[config.mk]
export PLATFORM = sky130hd
export DESIGN_NAME = pv2byp_hazard_sched
export DESIGN_NICKNAME = d
export VERILOG_FILES = /design/src/rtl/pv2byp_hazard_sched.sv
export SDC_FILE = /design/constraint.sdc
export NUM_CORES = 1
export LEC_CHECK = 0
export BUFFER_PORTS_ARGS = -buffer_cell sky130_fd_sc_hd__buf_2
export CAP_MARGIN = 20
export CORE_ASPECT_RATIO = 2
export CORE_MARGIN = 1
export CORE_UTILIZATION = 40
export CTS_BUF_LIST = sky130_fd_sc_hd__clkbuf_8
export CTS_CLUSTER_DIAMETER = 120
export CTS_CLUSTER_SIZE = 14
export DETAILED_ROUTE_END_ITERATION = 10
export PLACE_DENSITY = 0.76
export SKIP_CTS_REPAIR_TIMING = 1
export SKIP_LAST_GASP = 1
export SYNTH_ARGS = -nofsm -noshare
export SYNTH_HDL_FRONTEND = slang
export SYNTH_SLANG_ARGS = --single-unit
[constraint.sdc]
create_clock -name clk -period 1.8 [get_ports clk]
set_input_delay 0.27 -clock clk [delete_from_list [all_inputs] [get_ports clk]]
set_output_delay 0.27 -clock clk [all_outputs]
set_load 0.01 [all_outputs]
[src/rtl/pv2byp_hazard_sched.sv]
// Pipeline control for the 5-stage PARCv2 bypass datapath: destination tracking
// in X/M/W, operand bypass selection, load-use / muldiv-use hazards, muldiv
// val/rdy sequencing, per-stage stalls and W-stage regfile write control.
module pv2byp_hazard_sched #(
    parameter int unsigned NREGS  = 32,
    parameter bit          BYP_EN = 1'b1,
    localparam int unsigned AW    = $clog2(NREGS)
) (
    input  logic          clk,
    input  logic          reset,
    input  logic          inst_val_Dhl,
    input  logic          squash_Dhl,
    input  logic          rs_en_Dhl,
    input  logic          rt_en_Dhl,
    input  logic [AW-1:0] rs_Dhl,
    input  logic [AW-1:0] rt_Dhl,
    input  logic          wen_Dhl,
    input  logic [AW-1:0] waddr_Dhl,
    input  logic          is_load_Dhl,
    input  logic          is_muldiv_Dhl,
    input  logic          mem_stall_Mhl,
    input  logic          muldivreq_rdy,
    input  logic          muldivresp_val,
    output logic          muldivreq_val,
    output logic          muldivresp_rdy,
    output logic [1:0]    op0_byp_mux_sel_Dhl,
    output logic [1:0]    op1_byp_mux_sel_Dhl,
    output logic          stall_Fhl,
    output logic          stall_Dhl,
    output logic          stall_Xhl,
    output logic          stall_Mhl,
    output logic          stall_Whl,
    output logic          rf_wen_Whl,
    output logic [AW-1:0] rf_waddr_Whl
);

    typedef enum logic [0:0] {
        MD_IDLE = 1'b0,
        MD_BUSY = 1'b1
    } md_state_t;

    md_state_t md_state_q, md_state_d;

    // Stage tracking; only X needs the load/muldiv flags since later stages
    // always hold their final result on the bypass network.
    logic          val_X, wen_X, is_load_X, is_muldiv_X;
    logic [AW-1:0] waddr_X;
    logic          val_M, wen_M;
    logic [AW-1:0] waddr_M;
    logic          val_W, wen_W;
    logic [AW-1:0] waddr_W;

    logic rs_x, rs_m, rs_w, rt_x, rt_m, rt_w;
    logic hz, mdstall;

    // A stage supplies register r when it holds a live write to it; r0 never does.
    function automatic logic match(input logic v, input logic w,
                                   input logic [AW-1:0] wa, input logic [AW-1:0] r);
        return v & w & (wa == r) & (r != '0);
    endfunction

    // Youngest writer wins; with bypassing disabled operands always come from the RF.
    function automatic logic [1:0] byp_sel(input logic x, input logic m, input logic w);
        logic [1:0] s;
        s = 2'b00;
        if (BYP_EN) begin
            if (x)      s = 2'b01;
            else if (m) s = 2'b10;
            else if (w) s = 2'b11;
        end
        return s;
    endfunction

    // Source/destination matching, bypass selects and hazard detection.
    always_comb begin
        rs_x = rs_en_Dhl & match(val_X, wen_X, waddr_X, rs_Dhl);
        rs_m = rs_en_Dhl & match(val_M, wen_M, waddr_M, rs_Dhl);
        rs_w = rs_en_Dhl & match(val_W, wen_W, waddr_W, rs_Dhl);
        rt_x = rt_en_Dhl & match(val_X, wen_X, waddr_X, rt_Dhl);
        rt_m = rt_en_Dhl & match(val_M, wen_M, waddr_M, rt_Dhl);
        rt_w = rt_en_Dhl & match(val_W, wen_W, waddr_W, rt_Dhl);
        op0_byp_mux_sel_Dhl = byp_sel(rs_x, rs_m, rs_w);
        op1_byp_mux_sel_Dhl = byp_sel(rt_x, rt_m, rt_w);
        hz = ((rs_x | rt_x) & (is_load_X | is_muldiv_X))
           | (!BYP_EN & (rs_x | rs_m | rs_w | rt_x | rt_m | rt_w));
    end

    // Stall chain: a stage stalls whenever anything younger-facing must hold.
    always_comb begin
        stall_Whl = 1'b0;
        stall_Mhl = mem_stall_Mhl & val_M;
        mdstall   = val_X & is_muldiv_X
                  & !((md_state_q == MD_BUSY) & muldivresp_val & !stall_Mhl);
        stall_Xhl = stall_Mhl | mdstall;
        stall_Dhl = stall_Xhl | (inst_val_Dhl & hz & !squash_Dhl);
        stall_Fhl = stall_Dhl;
    end

    // Muldiv handshake state register.
    always_ff @(posedge clk or posedge reset) begin
        if (reset) md_state_q <= MD_IDLE;
        else       md_state_q <= md_state_d;
    end

    // Muldiv next state and request/response handshake signals.
    always_comb begin
        md_state_d     = md_state_q;
        muldivreq_val  = 1'b0;
        muldivresp_rdy = 1'b0;
        case (md_state_q)
            MD_IDLE: begin
                muldivreq_val = val_X & is_muldiv_X;
                if (muldivreq_val & muldivreq_rdy) md_state_d = MD_BUSY;
            end
            MD_BUSY: begin
                muldivresp_rdy = !stall_Mhl;
                if (muldivresp_val & muldivresp_rdy) md_state_d = MD_IDLE;
            end
            default: md_state_d = MD_IDLE;
        endcase
    end

    // Advance tracking registers, inserting bubbles behind any stalled stage.
    always_ff @(posedge clk or posedge reset) begin
        if (reset) begin
            val_X       <= 1'b0;
            wen_X       <= 1'b0;
            waddr_X     <= '0;
            is_load_X   <= 1'b0;
            is_muldiv_X <= 1'b0;
            val_M       <= 1'b0;
            wen_M       <= 1'b0;
            waddr_M     <= '0;
            val_W       <= 1'b0;
            wen_W       <= 1'b0;
            waddr_W     <= '0;
        end else begin
            if (!stall_Xhl) begin
                val_X       <= inst_val_Dhl & !stall_Dhl & !squash_Dhl;
                wen_X       <= wen_Dhl;
                waddr_X     <= waddr_Dhl;
                is_load_X   <= is_load_Dhl;
                is_muldiv_X <= is_muldiv_Dhl;
            end
            if (!stall_Mhl) begin
                val_M   <= val_X & !stall_Xhl;
                wen_M   <= wen_X;
                waddr_M <= waddr_X;
            end
            val_W   <= val_M & !stall_Mhl;
            wen_W   <= wen_M;
            waddr_W <= waddr_M;
        end
    end

    // Regfile write port driven from W.
    always_comb begin
        rf_wen_Whl   = val_W & wen_W;
        rf_waddr_Whl = waddr_W;
    end

endmodule

# ---- Yosys cells after proc, flatten, opt, wreduce, memory -nomap -nowiden
# Index checks and enable logic that the tools add are counted.
# Widths: inputs -> output; s select.
dict set report word_totals {
  ff_bits 24
  output_inout_bits 17
  wordCells 76
}
dict set report classes {
  eq_ne 6
  muxes 11
  bitwise 40
  reduce_logical 7
}
# op count
set ops {}
lappend ops {{$and 1x1->1} 35}
lappend ops {{$eq 5x5->1} 6}
lappend ops {{$mux 2} 6}
lappend ops {{$reduce_bool 5->1} 2}
lappend ops {{$logic_not 1->1} 5}
lappend ops {{$mux 1} 4}
lappend ops {{$or 1x1->1} 4}
lappend ops {{$pmux 1 s2} 1}
lappend ops {{$not 1->1} 1}

# ---- Longest topological paths before layout
dict set report depth {
  depth_word 12
  depth_mapped 6
  mapped_depth_nobuf 5
}

# ---- Worst setup path after synthesis
# No wires, ideal clock.
dict set report synth_path {
  path_kind {input to output}
  from {input rs_Dhl[0]}
  to {output stall_Fhl}
  t_arrival_ns 1.468
  required_time_ns 1.530
  slack_ns 0.062
  path_stages 6
  path_cell_list {or4_1 o21ai_2 nor3_2 o22ai_2 o21bai_1 buf_4}
}
dict set report synth_via {
  elab_chain_len 9
  elab_cells_between_ends 10
}
# item line_no
set synth_rtl {}
lappend synth_rtl {{start, declared} 15} ;# input logic [AW-1:0] rs_Dhl,
lappend synth_rtl {{$eq 5x5->1} 59} ;# return v & w & (wa == r) & (r != '0);
lappend synth_rtl {{$and 1x1->1} 59}
lappend synth_rtl {{$and 1x1->1 *} 59}
lappend synth_rtl {{$and 1x1->1 *} 76} ;# rs_x = rs_en_Dhl & match(val_X, wen_X, waddr_X, rs_Dhl);
lappend synth_rtl {{$or 1x1->1 *} 84} ;# hz = ((rs_x | rt_x) & (is_load_X | is_muldiv_X))
lappend synth_rtl {{$and 1x1->1 *} 84}
lappend synth_rtl {{$and 1x1->1 * (2 in series)} 95} ;# stall_Dhl = stall_Xhl | (inst_val_Dhl & hz & !squash_Dhl);
lappend synth_rtl {{$or 1x1->1 *} 95}
lappend synth_rtl {{end, declared} 28} ;# output logic stall_Fhl,
# Mark *: on every way between the ends. The rest lies on a longest branch, timed or not.

# ---- Worst setup path in the final report
dict set report layout_path {
  from {register waddr_W[4] (netlist: rf_waddr_Whl[4])}
  to {output op1_byp_mux_sel_Dhl[1]}
}
dict set report layout_via {
  elab_chain_len 7
}
# item line_no
set layout_rtl {}
lappend layout_rtl {{start, declared} 51} ;# logic [AW-1:0] waddr_W;
lappend layout_rtl {{start signal, assigned} 152} ;# waddr_W <= waddr_M;
lappend layout_rtl {{$eq 5x5->1} 59}
lappend layout_rtl {{$and 1x1->1 (2 in series)} 59}
lappend layout_rtl {{$and 1x1->1} 81} ;# rt_w = rt_en_Dhl & match(val_W, wen_W, waddr_W, rt_Dhl);
lappend layout_rtl {{$mux 2} 69} ;# else if (w) s = 2'b11;
lappend layout_rtl {{$mux 2} 68} ;# else if (m) s = 2'b10;
lappend layout_rtl {{$mux 2} 67} ;# if (x) s = 2'b01;
lappend layout_rtl {{end, declared} 27} ;# output logic [1:0] op1_byp_mux_sel_Dhl,
# Every way passes these cells.

==> metrics.yaml <==
global_routing:
  overflow: 0
  grt_usage_pct: 18.7
  grt_pass1_vias: 1220
  antenna_found_initial: 0
  grt_max_degree: 25
  grt_pass1_wl_mm: 5.14
sta:
  final-hold-violation-count: 0
  period_share_pct: 111
  finalSetupViolCount: 6
  fmax_mhz: 498
  drv_slew: 0
  rsz0062_at_grt: "yes"
  fin_skew_ns: 0.00212
  period_needed_ns: 2.01
  setup_slack_ns: -0.207
finish:
  fin_util_pct: 60.2
  final_cell_mix: "buf_2 (42), dfrtp_1 (22), xnor2_1 (21)"
  drive_gt1_share_pct: 54.6
  antennaDiodeCount: 0
  layout_commonest_cell: "buf_2"
  area.growth.synth_to_final_pct: 43.1
  layout.nets: 214
  final_cells: 216
  finalInstanceArea_um2: 1900
detailed_routing:
  wl_mm: 3.34
  drc: 0
  vias: 1173
  ant_nets: 0
  drt_iter0_markers: 21
  vias_per_cell: 5.43
  drt_pre_antenna_iters: 4
  routedWlPerCell_um: 15.5
clocking:
  cts.sink_count: 24
  cts_buffer_depth: 2
  root_buffer: "clkbuf_8"
  cts_buffers: 3
  cts_tree: "built"
  insertion_delay_ns: 0.26
  clk_pin_slew_ns: 0.08
  htreeDepth: 1
synth:
  synth_area_um2: 1330
  ys.flop_type: "dfrtp_1"
  synth_edf_count: 0
  yosys_warnings: 0
  synth_top_area_share_pct: 45.2
  ys_ff_latch: 24
  yosysSeqAreaShare_pct: 45.2
  ys_top_cells_by_area: "dfrtp_1 (45%), xnor2_1 (18%), mux2_2 (12%)"
  yosys.area.top_type: "dfrtp_1"
  synth-async-reset-ratio_pct: 100
  synth_cell_types: 27
  syn_inst: 121
  syn-num-nets: 148
  syn_avg_cell_area_um2: 11.0
worst_setup_path:
  r2r_slack_ns: 0.21
  reg2reg_depth: 6
  critPathKind: "reg -> out"
  cp_slowest_cell: "dfrtp_1"
  cp.arrival_ns: 1.74
  path_cells: "buf_4 -> xnor2_1 -> nand4_1 -> nor4_4 -> nor2_1 -> nor2_1 -> buf_2"
  crit_top_cell: "nor2_1"
  cp.required_ns: 1.53
  reg2reg_from: "waddr_X[1]"
  critPathLaunchType: "flip-flop"
  path_max_fanout: 2
  timing.rr.end: "val_X"
  path_buf_inv: 2
  cp-end-kind: "output port"
  critPathTopFamily: "simple AND/OR/NAND/NOR gates"
  cp_slowest_stage_delay_ns: 0.39
min_path:
  min_path_type: "in -> async"
floorplan:
  fp.coreArea_um2: 3160
  rows: 29
  fp.dieArea_um2: 3570
  ios: 44
  initial_core_util_pct: 42.1
  die_width_um: 42.7
  die_h_um: 83.5
status:
  status: "finished, violations left"
  violations: "negative setup slack"
power_and_ir_drop:
  cellLeakagePower_nw: 0.872
  power_density_nw_per_um2: 1070
  vdd_ir_drop_max_v: 0.000514
placement:
  dp_hpwl_mm: 2.52
  place_inst: 206
  gp_congestion: 0.821
  port_buffers: 42
  place_area_um2: 1670
flow_run:
  cap_violations: 0
[registers in the layout, indices dropped and copies added (netlist names)]
| register | flops |
|---|---|
| rf_waddr_Whl | 5 |
| waddr_M | 5 |
| waddr_X | 5 |
| is_load_X | 1 |
| is_muldiv_X | 1 |
| md_state_q | 1 |
| val_M | 1 |
| val_W | 1 |
| val_X | 1 |
| wen_M | 1 |
| wen_W | 1 |
| wen_X | 1 |
[cell families (layout without fill, tap and decap cells)]
kind of cell	Yosys count	after routing	synth area share, %
xor gates and xnor gates	30	30	19.8
buffers and inverters	6	70	2.36
and+or+nand+nor	37	37	15.1
muxes	14	14	11.9
other	1	1	0.282
AOI/OAI and AO/OA	9	9	5.37
DFF	24	24	45.2
[how the worst max path moves through the flow]
stage	startpoint	to	slack [ns]	cells past startpoint
4_1_cts	waddr_X[1]	stall_Fhl	-0.36	6
3_5_place_dp	rt_Dhl[0]	stall_Fhl	-0.10	7
5_1_grt	rf_waddr_Whl[4]	op1_byp_mux_sel_Dhl[1]	-0.33	7
6_report	rf_waddr_Whl[4]	op1_byp_mux_sel_Dhl[1]	-0.21	7
2_1_floorplan	rs_Dhl[0]	stall_Fhl	0.06	6
3_3_place_gp	rt_Dhl[0]	stall_Fhl	-0.08	7
[report_power, final]
part	total [mW]	internal [mW]	leakage [nW]	switching [mW]
Combinational	0.842	0.484	0.568	0.358
Sequential	0.880	0.694	0.283	0.186
Clock	0.307	0.150	0.0216	0.157
[worst min-delay path, cell delays in order]
cell and delay, ns:
buf_2 0.10, inv_1 0.04, buf_4 0.29
[metrics by stage]
stage / worst slack [ns] / hold slack (ns) / power, mW / TNS, ns
after floorplan: 0.0619 / 0.285 / 1.29 / 0
after global placement: -0.0825 / 0.320 / 1.53 / -0.225
after detailed placement: -0.101 / 0.331 / 1.57 / -0.318
after CTS: -0.364 / 0.0474 / 1.87 / -1.56
after global routing: -0.330 / 0.0576 / 2.14 / -1.66
final: -0.207 / 0.0346 / 2.03 / -1.01
[Yosys cell counts (all sizes together) (2+ instances only)]
cell	n
nor2	4
nand4	6
o21ai	2
nand3	5
mux2	14
a31oi	2
xnor2	28
nand2	8
o21bai	2
nand2b	3
xor2	2
inv	2
or4	3
dfrtp	24
nor3	4
buf	3
[area by class of cell]
class | instances | area, µm²
Timing Repair Buffer | 64 | 390
Clock buffer | 3 | 41.3
Inverter | 3 | 11.3
Sequential cell | 24 | 603
Multi-Input combinational cell | 91 | 815
Fill cell | 248 | 1260
Tap cell | 31 | 38.8
[routing by layer]
| metal | vias up | routed length (µm) | global-route usage (%) |
|---|---|---|---|
| li1 | 552 | - | - |
| met1 | 569 | 1150 | 18.4 |
| met2 | 39 | 1940 | 34.7 |
| met3 | 13 | 123 | 2.38 |
| met4 | 0 | 128 | 11.1 |
| met5 | - | 0 | 0 |
Power figures use the tool's default switching activity.
